File: config.mk
export PLATFORM = sky130hd
export DESIGN_NAME = led_mmio_writer_flat
export DESIGN_NICKNAME = d
export VERILOG_FILES = /design/src/rtl/led_mmio_writer_pkg.sv /design/src/rtl/led_mmio_writer_if.sv /design/src/rtl/led_mmio_writer_bcd_dabble_step.sv /design/src/rtl/led_mmio_writer.sv /design/src/flat_wrapper.sv
export SDC_FILE = /design/constraint.sdc
export NUM_CORES = 1
export LEC_CHECK = 0
export BUFFER_PORTS_ARGS = -buffer_cell sky130_fd_sc_hd__buf_2
export CORE_ASPECT_RATIO = 1.75
export CORE_MARGIN = 3
export CORE_UTILIZATION = 50
export DETAILED_ROUTE_END_ITERATION = 6
export MAX_ROUTING_LAYER = met4
export PLACE_DENSITY = 0.92
export SLEW_MARGIN = 20
export SYNTH_ARGS = -nofsm -noshare
export SYNTH_HDL_FRONTEND = slang
export SYNTH_SLANG_ARGS = --single-unit
export TNS_END_PERCENT = 50
File: constraint.sdc
create_clock -name clk -period 7.35 [get_ports clk]
set_clock_uncertainty 0.15 [all_clocks]
set_input_delay 0.3675 -clock clk [delete_from_list [all_inputs] [get_ports clk]]
set_output_delay 0.3675 -clock clk [all_outputs]
set_load 0.1 [all_outputs]
File: src/rtl/led_mmio_writer_pkg.sv
// led_io_pkg: shared constants and types for the LED MMIO writer.
//   - CPU-visible addresses of the hex, decimal and status registers
//   - decimal range limit, overflow digit pattern, conversion width
//   - controller state type
package led_io_pkg;

    localparam logic [31:0] LED_HEX_ADDR  = 32'hFFFF_FC60;
    localparam logic [31:0] LED_DEC_ADDR  = 32'hFFFF_FC64;
    localparam logic [31:0] LED_STAT_ADDR = 32'hFFFF_FC68;

    localparam logic [31:0] DEC_MAX     = 32'd9999;
    localparam logic [15:0] ERR_PATTERN = 16'hEEEE;

    // 14 bits cover 0..9999
    localparam int unsigned CONV_BITS = 14;
    localparam int unsigned CNT_W     = $clog2(CONV_BITS);

    typedef enum logic [1:0] {
        IDLE,
        CONV,
        DONE
    } led_state_e;

endpackage

File: src/rtl/led_mmio_writer_if.sv
// led_mmio_writer_if: CPU data-memory bus as seen by the LED MMIO slave.
//   mem_write : store strobe, one cycle per store
//   mem_read  : load strobe
//   addr      : byte address
//   wdata     : store data
//   rdata     : load data, driven combinationally by the slave
interface led_mmio_writer_if;

    logic        mem_write;
    logic        mem_read;
    logic [31:0] addr;
    logic [31:0] wdata;
    logic [31:0] rdata;

    modport master (
        output mem_write,
        output mem_read,
        output addr,
        output wdata,
        input  rdata
    );

    modport slave (
        input  mem_write,
        input  mem_read,
        input  addr,
        input  wdata,
        output rdata
    );

endinterface

File: src/rtl/led_mmio_writer_bcd_dabble_step.sv
// bcd_dabble_step: one shift-add-3 iteration of binary-to-BCD conversion.
//   bcd      : current four BCD digits
//   bin_msb  : next binary bit shifted in at the bottom
//   bcd_next : digits after +3 correction and a left shift by one
module bcd_dabble_step (
    input  logic [15:0] bcd,
    input  logic        bin_msb,
    output logic [15:0] bcd_next
);

    logic [15:0] corr;

    always_comb begin
        corr = bcd;
        for (int unsigned d = 0; d < 4; d++) begin
            if (bcd[4*d +: 4] >= 4'd5) begin
                corr[4*d +: 4] = bcd[4*d +: 4] + 4'd3;
            end
        end
        bcd_next = {corr[14:0], bin_msb};
    end

endmodule

File: src/rtl/led_mmio_writer.sv
// led_mmio_writer: memory-mapped bridge from CPU stores to the seven-segment
// scanner.
//   clk, rst  : clock, synchronous active-high reset
//   bus       : CPU data bus (slave side); status readable at LED_STAT_ADDR
//   io_busy   : high while a decimal conversion is in progress
//   led_ctrl  : one-cycle load strobe to the scanner (registered)
//   led_wdata : digit word, digit3..digit0 = [15:12]..[3:0] (registered)
module led_mmio_writer
    import led_io_pkg::*;
(
    input  logic                 clk,
    input  logic                 rst,
    led_mmio_writer_if.slave     bus,
    output logic                 io_busy,
    output logic                 led_ctrl,
    output logic [15:0]          led_wdata
);

    led_state_e           state_q, state_d;
    logic [CONV_BITS-1:0] bin_q, bin_d;
    logic [15:0]          bcd_q, bcd_d;
    logic [CNT_W-1:0]     cnt_q, cnt_d;
    logic                 ovf_q, ovf_d;
    logic                 led_ctrl_q, led_ctrl_d;
    logic [15:0]          led_wdata_q, led_wdata_d;

    logic [15:0]          bcd_step;
    logic                 hex_hit;
    logic                 dec_hit;

    bcd_dabble_step u_step (
        .bcd      (bcd_q),
        .bin_msb  (bin_q[CONV_BITS-1]),
        .bcd_next (bcd_step)
    );

    assign hex_hit = bus.mem_write && (bus.addr == LED_HEX_ADDR);
    assign dec_hit = bus.mem_write && (bus.addr == LED_DEC_ADDR);

    always_comb begin
        state_d     = state_q;
        bin_d       = bin_q;
        bcd_d       = bcd_q;
        cnt_d       = cnt_q;
        ovf_d       = ovf_q;
        led_ctrl_d  = 1'b0;
        led_wdata_d = led_wdata_q;

        case (state_q)
            IDLE: begin
                if (hex_hit) begin
                    led_wdata_d = bus.wdata[15:0];
                    led_ctrl_d  = 1'b1;
                end else if (dec_hit) begin
                    if (bus.wdata > DEC_MAX) begin
                        led_wdata_d = ERR_PATTERN;
                        led_ctrl_d  = 1'b1;
                        ovf_d       = 1'b1;
                    end else begin
                        bin_d   = bus.wdata[CONV_BITS-1:0];
                        bcd_d   = '0;
                        cnt_d   = '0;
                        ovf_d   = 1'b0;
                        state_d = CONV;
                    end
                end
            end
            CONV: begin
                bcd_d = bcd_step;
                bin_d = {bin_q[CONV_BITS-2:0], 1'b0};
                cnt_d = cnt_q + CNT_W'(1);
                // Strobe is registered, so it is launched on the last
                // iteration to appear in the DONE cycle with the final digits.
                if (cnt_q == CNT_W'(CONV_BITS - 1)) begin
                    state_d     = DONE;
                    led_ctrl_d  = 1'b1;
                    led_wdata_d = bcd_step;
                end
            end
            DONE: begin
                state_d = IDLE;
            end
            default: begin
                state_d = IDLE;
            end
        endcase
    end

    always_ff @(posedge clk) begin
        if (rst) begin
            state_q     <= IDLE;
            bin_q       <= '0;
            bcd_q       <= '0;
            cnt_q       <= '0;
            ovf_q       <= 1'b0;
            led_ctrl_q  <= 1'b0;
            led_wdata_q <= '0;
        end else begin
            state_q     <= state_d;
            bin_q       <= bin_d;
            bcd_q       <= bcd_d;
            cnt_q       <= cnt_d;
            ovf_q       <= ovf_d;
            led_ctrl_q  <= led_ctrl_d;
            led_wdata_q <= led_wdata_d;
        end
    end

    assign io_busy   = (state_q != IDLE);
    assign led_ctrl  = led_ctrl_q;
    assign led_wdata = led_wdata_q;

    assign bus.rdata = (bus.mem_read && (bus.addr == LED_STAT_ADDR))
                       ? {30'b0, ovf_q, io_busy} : '0;

endmodule

File: src/flat_wrapper.sv
// flat-port wrapper written by rule: the top's interface ports become plain ports
module led_mmio_writer_flat import led_io_pkg::*;
  (clk, rst, io_busy, led_ctrl, led_wdata, bus_mem_write, bus_mem_read, bus_addr, bus_wdata, bus_rdata);
  led_mmio_writer_if bus_i ();
  input  logic clk;
  input  logic rst;
  output logic io_busy;
  output logic led_ctrl;
  output logic [15:0] led_wdata;
  input wire logic [$bits(bus_i.mem_write)-1:0] bus_mem_write;
  input wire logic [$bits(bus_i.mem_read)-1:0] bus_mem_read;
  input wire logic [$bits(bus_i.addr)-1:0] bus_addr;
  input wire logic [$bits(bus_i.wdata)-1:0] bus_wdata;
  output wire logic [$bits(bus_i.rdata)-1:0] bus_rdata;
  assign bus_i.mem_write = bus_mem_write;
  assign bus_i.mem_read = bus_mem_read;
  assign bus_i.addr = bus_addr;
  assign bus_i.wdata = bus_wdata;
  assign bus_rdata = bus_i.rdata;
  led_mmio_writer u_core (.clk(clk), .rst(rst), .bus(bus_i), .io_busy(io_busy), .led_ctrl(led_ctrl), .led_wdata(led_wdata));
endmodule
Word-level counts from Yosys, hierarchy flattened
Index checks and enable logic that the tools add are counted.

Register bits: 54. Output and inout bits: 50.

Add/subtract/negate cells: 5. Order comparisons: 5. Eq/ne operators: 11. Multiplexer cells: 32. Bitwise logic cells: 1. Reductions and logical operators: 10.

Operator list (count): 16-bit two-way mux (7); 32-bit == test, second input constant (3); 16-bit one-hot mux with 2 select lines (2); 14-bit two-way mux (3); 32-bit by 14-bit greater-than comparator with 1-bit output, second input constant (1); 14-bit one-hot mux with 2 select lines (1); 4-bit two-way mux (6); 4-bit by 3-bit greater-or-equal comparator with 1-bit output, second input constant (4); 4-bit by 2-bit adder with 4-bit output, second input constant (3); 4-bit AND reduction (3); 2-bit two-way mux (5); 4-bit one-hot mux with 2 select lines (1); 3-bit by 1-bit != test with 1-bit output, second input constant (2); 4-bit by 1-bit adder with 4-bit output, second input constant (1); 4-bit == test, second input constant (1); 1-bit two-way mux (4); 2-bit by 1-bit != test with 1-bit output, second input constant (2); 2-bit != test, second input constant (2); 2-bit one-hot mux with 2 select lines (1); 2-bit nonzero test (2); 3-bit by 2-bit adder with 3-bit output, second input constant (1); 1-bit logical AND (3); 3-bit two-way mux (1); 3-bit AND reduction (1); 4 further kinds (4).

Longest topological paths before layout
Gate-level depths: netlist (run 1).

Depth in word-level cells: 5. Mapped depth: 8.

By module
Synthesis (run 1) repeated with hierarchy kept, for this count alone.

Cells, all modules: 388. Area, all modules: 3035.4 sq um.

Modules (own cells, without submodules): led_mmio_writer (instances 1, cells an instance 327, area an instance 2642.5 sq um); bcd_dabble_step (instances 1, cells an instance 61, area an instance 392.9 sq um).

Worst setup path after synthesis (run 1)
OpenSTA, ideal clock, no wires.

Path kind: input-to-output. Start: input bus_addr[1]. End: output bus_rdata[0]. Data arrival time: 2.801 ns. Required time: 6.832 ns. Slack: 4.032 ns. Cell stages on the path: 6. Path buffers: 0. Cell sequence: or4_4 nor4_4 nand3_2 nor2_1 nand3_1 nor2_1.

Word-level cells in the longest chain between the ends: 3.

Ends and longest elaborated chain: start: declaration (line flat_wrapper.sv:12) `input wire logic [$bits(bus_i.addr)-1:0] bus_addr;`; 32-bit == test (line led_mmio_writer.sv:113) `assign bus.rdata = (bus.mem_read && (bus.addr == LED_STAT_ADDR))`; 1-bit logical AND (line led_mmio_writer.sv:113); 2-bit two-way mux (line led_mmio_writer.sv:114) `? {30'b0, ovf_q, io_busy} : '0;`; end: declaration (line flat_wrapper.sv:14) `output wire logic [$bits(bus_i.rdata)-1:0] bus_rdata;`.

Every way passes these cells.

Worst setup path in the final report (run 1)
Start: input bus_addr[1]. End: output bus_rdata[1].

The elaborated chain is that of the path after synthesis.

==> qor.txt, run 1 <==
CP Capture Type = primary output
GRT Overall Usage = 23.2%
Slew Limit Fails = 0
Cell area after synthesis = 0.00310 mm²
P_sw = 0.000179 W
Number of global-route vias before repair = 2770
Hold buffer count at cts = 0
Largest net degree at the start of global routing = 65
H-tree Lvls = 2
CTS Buffer Depth = 2
Via density per instance = 5.60
Synth top area cells = dfxtp_1, buf_4, nor2_1
Rows = 37
Worst hold start = bus_addr[2]
Share of power burned in registers = 51.7%
CTS tree = yes
RR Endpoint = u_core.led_wdata[0]
Crit start category = input port
Port bufs = 87
Register Area = 0.00108 mm²
Core Util, Final = 59.3%
Post-synthesis sequential area ratio = 34.8%
Reg-to-reg startpoint = u_core.state_q[1]
Die area = 0.00722 mm²
Ys async rst share = 0%
Skew-Pair Late Insertion Delay = 300 ps
Critical Path Fanout Max = 5
Yosys reg bits = 54
Fin crit period = 2780 ps
Net Sw Frac = 31.7%
First-pass GRT wire length = 13000 µm
Filler instances = 542
Pwr per Cell Area = 161 mW/mm²
Die width = 65.6 µm
Setup TNS = 0 ps
Pwr Total = 0.000565 W
Final Hold Viols = 0
Post-cts sizing count = 0
Clock transition at path regs = 90 ps
Via Count = 2991
Top FF cell, synth = dfxtp_1
Mapped Cells = 383
Setup violators final = 0
Hold endpoint = u_core.ovf_q
Ant diodes = 0
Met1 Track Usage GR = 26.4%
Setup repair bufs after CTS = 0
IO Pins = 118
Antenna Nets Post-Route = 0
Status = finished clean
Clock network power share = 30.0%
Met2 Track Usage GR = 41.3%
Router iterations before antenna repair = 5
Residual overflow from global routing = 0
Initial Utilization = 52.4%
Crit path DAT = 2260 ps
Root buffer cell = clkbuf_8
Comb pwr share = 18.3%
Yosys warns = 0
Max transition margin = 29.3%
Core area = 0.00593 mm²
Required time of the critical path = 6830 ps
Number of buffers created by CTS = 5
R2R depth = 5
Nets = 533
RSZ-0062 raised after global routing = false
Most frequent cells after synthesis = dfxtp_1, nor2_1, a21oi_1
Area leader, netlist = dfxtp_1
Share of layout cells above drive strength 1 = 23.2%
HPWL Detailed = 6090 µm
Min-Delay Path Class = in2reg
Fin crit share = 37.8%
Top cell type's share of synthesized area = 34.8%
EDFF count, synth = 0
Type of the worst setup path = in2out
Internal = 0.000386 W
Clock Sinks = 54
Hold Path Depth = 3
Met3 GRT Util = 3.04%
Drt initial violations = 142
# Max-Cap Violations = 0
Routability Congestion = 0.903
WL final = 8050 µm
Area growth syn-to-layout = 13.2%
Reg2Reg Setup Slack = 4650 ps
Pleak = 1.55 nW
Most common cell in the netlist = dfxtp_1
Fmax = 0.360 GHz
Most used routing layer = met2
Drt wl/cell = 15.1 µm
Slew @ Worst Pin = 1060 ps
Maximum VDD drop = 0.157 mV
Distinct cells, synth = 39
Post-Syn Area per Cell = 8.10 µm²
DRC violations left = 0
Multi-input logic area = 0.00176 mm²
Die H = 110 µm
Initial antenna violation count = 0
metal layers:
metal	share of wire, %	wire length, µm	vias to the layer above
met5	0	0	-
met2	54	4370	89
met3	3.4	272	18
li1	-	-	1449
met1	39	3140	1435
met4	3.3	263	0
worst max path at each step:
stage	from	endpoint	slack [ps]	cells past startpoint
2_1_floorplan	bus_addr[1]	bus_rdata[0]	4030	6
3_3_place_gp	u_core.state_q[1]	u_core.led_wdata[0]	4470	5
3_5_place_dp	bus_addr[1]	u_core.bin_q[12]	4370	7
4_1_cts	u_core.state_q[1]	u_core.led_wdata[0]	4330	5
5_1_grt	bus_addr[1]	bus_rdata[0]	4410	8
6_report	bus_addr[1]	bus_rdata[1]	4570	8
layout by cell type, fill, tap and decap left out, types with 5 or more instances in the layout:
cell type	synthesis	layout
nand3b_1	12	12
nand3_1	11	11
nand4_1	8	8
inv_1	12	12
mux2i_1	14	14
a31oi_1	9	9
ha_1	10	10
clkbuf_8	0	6
a21oi_1	34	34
nor2_1	49	49
nor2b_1	5	5
buf_2	0	87
conb_1	1	30
nor4_1	10	10
dfxtp_1	54	54
o21ai_0	28	28
nor3_1	10	10
nand2b_1	7	6
nand2_1	9	9
a211oi_1	17	17
logic make-up after synthesis:
logic type,count (synthesis),share of synthesized area [%]
other cells,1,0.121
flops,54,34.8
mux,18,5.97
xor+xnor,7,1.98
simple gates,133,23.0
buf+inv,64,12.2
fa+ha+maj,10,4.03
compound gates,96,17.9
registers in the layout, indices dropped and copies added, names as in the netlist:
register / count
u_core.bcd_q: 16
u_core.led_wdata: 16
u_core.bin_q: 14
u_core.cnt_q: 4
u_core.state_q: 2
u_core.led_ctrl: 1
u_core.ovf_q: 1
final cells by class:
type	count	area share (%)
Tap cell	78	2.78
Sequential cell	54	30.8
Timing Repair Buffer	88	12.6
Clock buffer	7	2.46
Clock inverter	1	0.142
Multi-Input combinational cell	294	50.0
Inverter	12	1.28
through the flow:
stage | hold WS, ps | setup WS (ps) | instances | instance area (µm²)
after floorplan | 282 | 4030 | 412 | 3210
after global placement | 298 | 4470 | 526 | 3420
after detailed placement | 303 | 4370 | 526 | 3420
after CTS | 219 | 4330 | 534 | 3510
after global routing | 235 | 4410 | 534 | 3510
final | 225 | 4570 | 534 | 3510
worst max-delay path: stages:
cell and delay (ps):
buf_2 90, or4_4 540, nor4_4 340, nand3_2 160, nor2_1 130, nand3_1 100
nor2_1 90, buf_2 430
power groups by stage:
stage	clock network (W)	registers [W]	logic, W
floorplan	0	0.000299	0.0000904
global placement	0	0.000299	0.000102
detailed placement	0	0.000299	0.000102
CTS	0.000173	0.000292	0.000102
global route	0.000183	0.000292	0.000108
finish	0.000170	0.000292	0.000103
(Power assumes the default switching activity.)
==> run 2: changes to the inputs <==
--- a/config.mk
+++ b/config.mk
@@ -5,13 +5,14 @@
 export SDC_FILE = /design/constraint.sdc
 export NUM_CORES = 1
 export LEC_CHECK = 0
+export ABC_AREA = 1
 export BUFFER_PORTS_ARGS = -buffer_cell sky130_fd_sc_hd__buf_2
 export CORE_ASPECT_RATIO = 1.75
 export CORE_MARGIN = 3
-export CORE_UTILIZATION = 50
+export CORE_UTILIZATION = 46
 export DETAILED_ROUTE_END_ITERATION = 6
 export MAX_ROUTING_LAYER = met4
-export PLACE_DENSITY = 0.92
+export PLACE_DENSITY = 0.88
 export SLEW_MARGIN = 20
 export SYNTH_ARGS = -nofsm -noshare
 export SYNTH_HDL_FRONTEND = slang
==> constraint.sdc (replaced) <==
create_clock -name clk -period 2.48 [get_ports clk]
set_clock_uncertainty 0.15 [all_clocks]
set_input_delay 0.124 -clock clk [delete_from_list [all_inputs] [get_ports clk]]
set_output_delay 0.124 -clock clk [all_outputs]
set_load 0.1 [all_outputs]
==> run 2 against run 1 <==
  * Largest cell class unchanged
  * Global-route usage is 2.4 points lower
  * Flip-flop and latch count stayed put
  * Hold slack worse by 150 ps
  * Highest routed layer unchanged
  * Sequential power grew to 3.0 times the previous value
  * Largest power group unchanged
  * Final cell count is 35% higher
  * Critical path type is now reg2reg
  * Power grew to 3.5 times the previous value
  * First-iteration DRC count is 84% higher
==> qor.txt, run 2 <==
Most frequent CP cell = nand2_1
Clock network power share = 39.7% (+9.7 points)
Commonest non-fill, non-tap cell in the layout = nand2_1
Yosys warns = 0 (unchanged)
Design area = 0.00393 mm² (+12%)
Top FF cell, synth = dfxtp_1
Residual overflow from global routing = 0 (unchanged)
Router iterations before antenna repair = 5 (unchanged)
Rows = 40 (+8.1%)
Routability Congestion = 0.831 (-8.0%)
Area growth syn-to-layout = 15.3%
Critical Path Fanout Max = 5 (unchanged)
Die width = 71.1 µm (+8.5%)
Most frequent cells after synthesis = nand2_1, nor2_1, inv_1
DRC violations left = 0 (unchanged)
Synth top area cells = dfxtp_1, nand2_1, nor2_1
Number of buffers created by CTS = 5 (unchanged)
Crit path DAT = 2040 ps (-220 ps)
Drt wl/cell = 12.1 µm (-20%)
# Max-Cap Violations = 0 (unchanged)
Mapped Cells = 557 (+45%)
Share of layout cells above drive strength 1 = 18.2% (-5.1 points)
Initial Utilization = 48.3% (-4.0 points)
Antenna Nets Post-Route = 0 (unchanged)
Skew-Pair Late Insertion Delay = 290 ps (about the same)
Pleak = 1.99 nW (+28%)
HPWL Detailed = 6560 µm (+7.8%)
Share of power burned in registers = 43.9% (-7.8 points)
Number of global-route vias before repair = 3317 (+20%)
Root buffer cell = clkbuf_16
Slew @ Worst Pin = 925 ps (-135 ps)
Dpl ws = 530 ps (-3840 ps)
IO Pins = 118 (unchanged)
Cell Chain, Critical Path = inv_1 > ha_1 > or2_2 > nand3_1 > nand2_1 > nand3_1 > nand2_1 > nor2_1 > nand2_1 > nand2_1 > nor2_1
Via Count = 3653 (+22%)
Via density per instance = 5.05 (-9.8%)
Ys async rst share = 0% (unchanged)
Most common cell in the netlist = nand2_1
Reg2Reg Setup Slack = 480 ps (-4170 ps)
Clock transition at path regs = 70 ps (-20 ps)
Max stage delay on crit path = 400 ps (-140 ps)
Port bufs = 87 (unchanged)
Initial antenna violation count = 0 (unchanged)
Drt initial violations = 261 (+84%)
Internal = 0.00140 W (+260%)
Type of the worst setup path = reg2reg
RSZ-0062 raised after global routing = false
Post-Syn Area per Cell = 6.12 µm² (-24%)
Ant diodes = 0 (unchanged)
Largest net degree at the start of global routing = 48 (-26%)
Core Util, Final = 55.7% (-3.6 points)
GRT Overall Usage = 20.8% (-2.4 points)
Max transition margin = 38.3% (+8.9 points)
Placed inst area = 0.00376 mm² (+9.8%)
Setup TNS = 0 ps (unchanged)
Fin crit period = 2000 ps
Yosys reg bits = 54 (unchanged)
CTS Buffer Depth = 2 (unchanged)
Cell area after synthesis = 0.00341 mm² (+9.9%)
Die H = 120 µm (+8.8%)
CP Capture Type = flip-flop
H-tree Lvls = 2 (unchanged)
Final Hold Viols = 0 (unchanged)
Die area = 0.00852 mm² (+18%)
Fin crit share = 80.8%
Most frequent cells in the layout = nand2_1, nor2_1, buf_2, inv_1, dfxtp_1
Fmax = 0.499 GHz
Critical-path top delay cell = dfxtp_1
Core area = 0.00706 mm² (+19%)
Slew Limit Fails = 0 (unchanged)
Required time of the critical path = 2520 ps (-4310 ps)
Worst Slack Setup Final = 476 ps (-4100 ps)
Maximum VDD drop = 0.563 mV (+260%)
Clock Sinks = 54 (unchanged)
CTS tree = yes
First-pass GRT wire length = 14100 µm (+8.1%)
Nets = 716 (+34%)
Top cell type's share of synthesized area = 31.7% (-3.1 points)
Comb pwr share = 16.4% (-1.9 points)
Area leader, netlist = dfxtp_1
Pwr Total = 0.00198 W (+250%)
Net Sw Frac = 29.1% (-2.6 points)
EDFF count, synth = 0 (unchanged)
Pwr per Cell Area = 502 mW/mm² (+210%)
Status = finished clean
WL final = 8750 µm (+8.6%)
Setup violators final = 0 (unchanged)
Filler instances = 675 (+25%)
Crit start category = flip-flop
P_sw = 0.000575 W (+220%)
Min-Delay Path Class = in2reg
Distinct cells, synth = 27 (-31%)
Post-synthesis sequential area ratio = 31.7% (-3.1 points)
## run 2: repair_timing
action                                  4_1_cts  5_1_grt
setup buffers                                 0        0
endpoints found under the setup margin        0        0
hold buffers                                  1        0
hold endpoints to repair                      1        0
gates resized for setup                       0        0
## run 2: critical path: cells and delay by family, from the launching register on
| kind | cells | cell delay [ps] |
|---|---|---|
| flops | 1 | 400 |
| simple gates | 9 | 1050 |
| fa+ha+maj | 1 | 220 |
| buf+inv | 1 | 90 |
## run 2: worst paths after layout
| check | start | end | cells after the start |
|---|---|---|---|
| worst max-delay path | u_core.bcd_q[0] | u_core.led_wdata[1] | 11 |
| worst min-delay path | bus_wdata[6] | u_core.bin_q[6] | 5 |
| worst max register to register | u_core.bcd_q[0] | u_core.led_wdata[1] | 11 |
| worst min register to register | u_core.bcd_q[3] | u_core.bcd_q[3] | 2 |
## run 2: routing by layer
layer  GRT usage, %  vias up  routed length (µm)
met5              -        -                   0
li1               -     1807                   -
met2           37.7      199                4460
met1           20.8     1612                3060
met4           11.3        0                 436
met3           3.19       35                 786
## run 2: stage by stage
step	hold slack, ps	instances
CTS	73.8	723
floorplan	99.8	586
global placement	221	714
finish	76.0	723
global route	112	723
detailed placement	239	714
## run 2: final cells by class
| class | count | area [µm²] | area share (%) |
|---|---|---|---|
| clock buffer | 6 | 129 | 3.28 |
| clock inverter | 2 | 37.5 | 0.955 |
| inverter | 67 | 251 | 6.40 |
| multi-input combinational | 418 | 1850 | 47.1 |
| sequential | 54 | 1080 | 27.5 |
| tap | 84 | 105 | 2.67 |
| timing repair buffer | 92 | 475 | 12.1 |
## run 2: power by group through the flow
stage          registers, W  logic, W  clock network [W]
6_report           0.000867  0.000324           0.000785
2_1_floorplan      0.000887  0.000284                  0
4_1_cts            0.000867  0.000322           0.000786
5_1_grt            0.000866  0.000343           0.000823
3_5_place_dp       0.000887  0.000320                  0
3_3_place_gp       0.000887  0.000318                  0
## run 2: kinds of logic after synthesis
kind of cell             share of synthesized area (%)
flip-flops                                        31.7
AO/OA/AOI/OAI                                     9.54
XOR/XNOR                                         0.514
adder cells (fa/ha/maj)                           3.67
AND/OR/NAND/NOR                                   37.3
buffers and inverters                             17.2
other                                            0.110
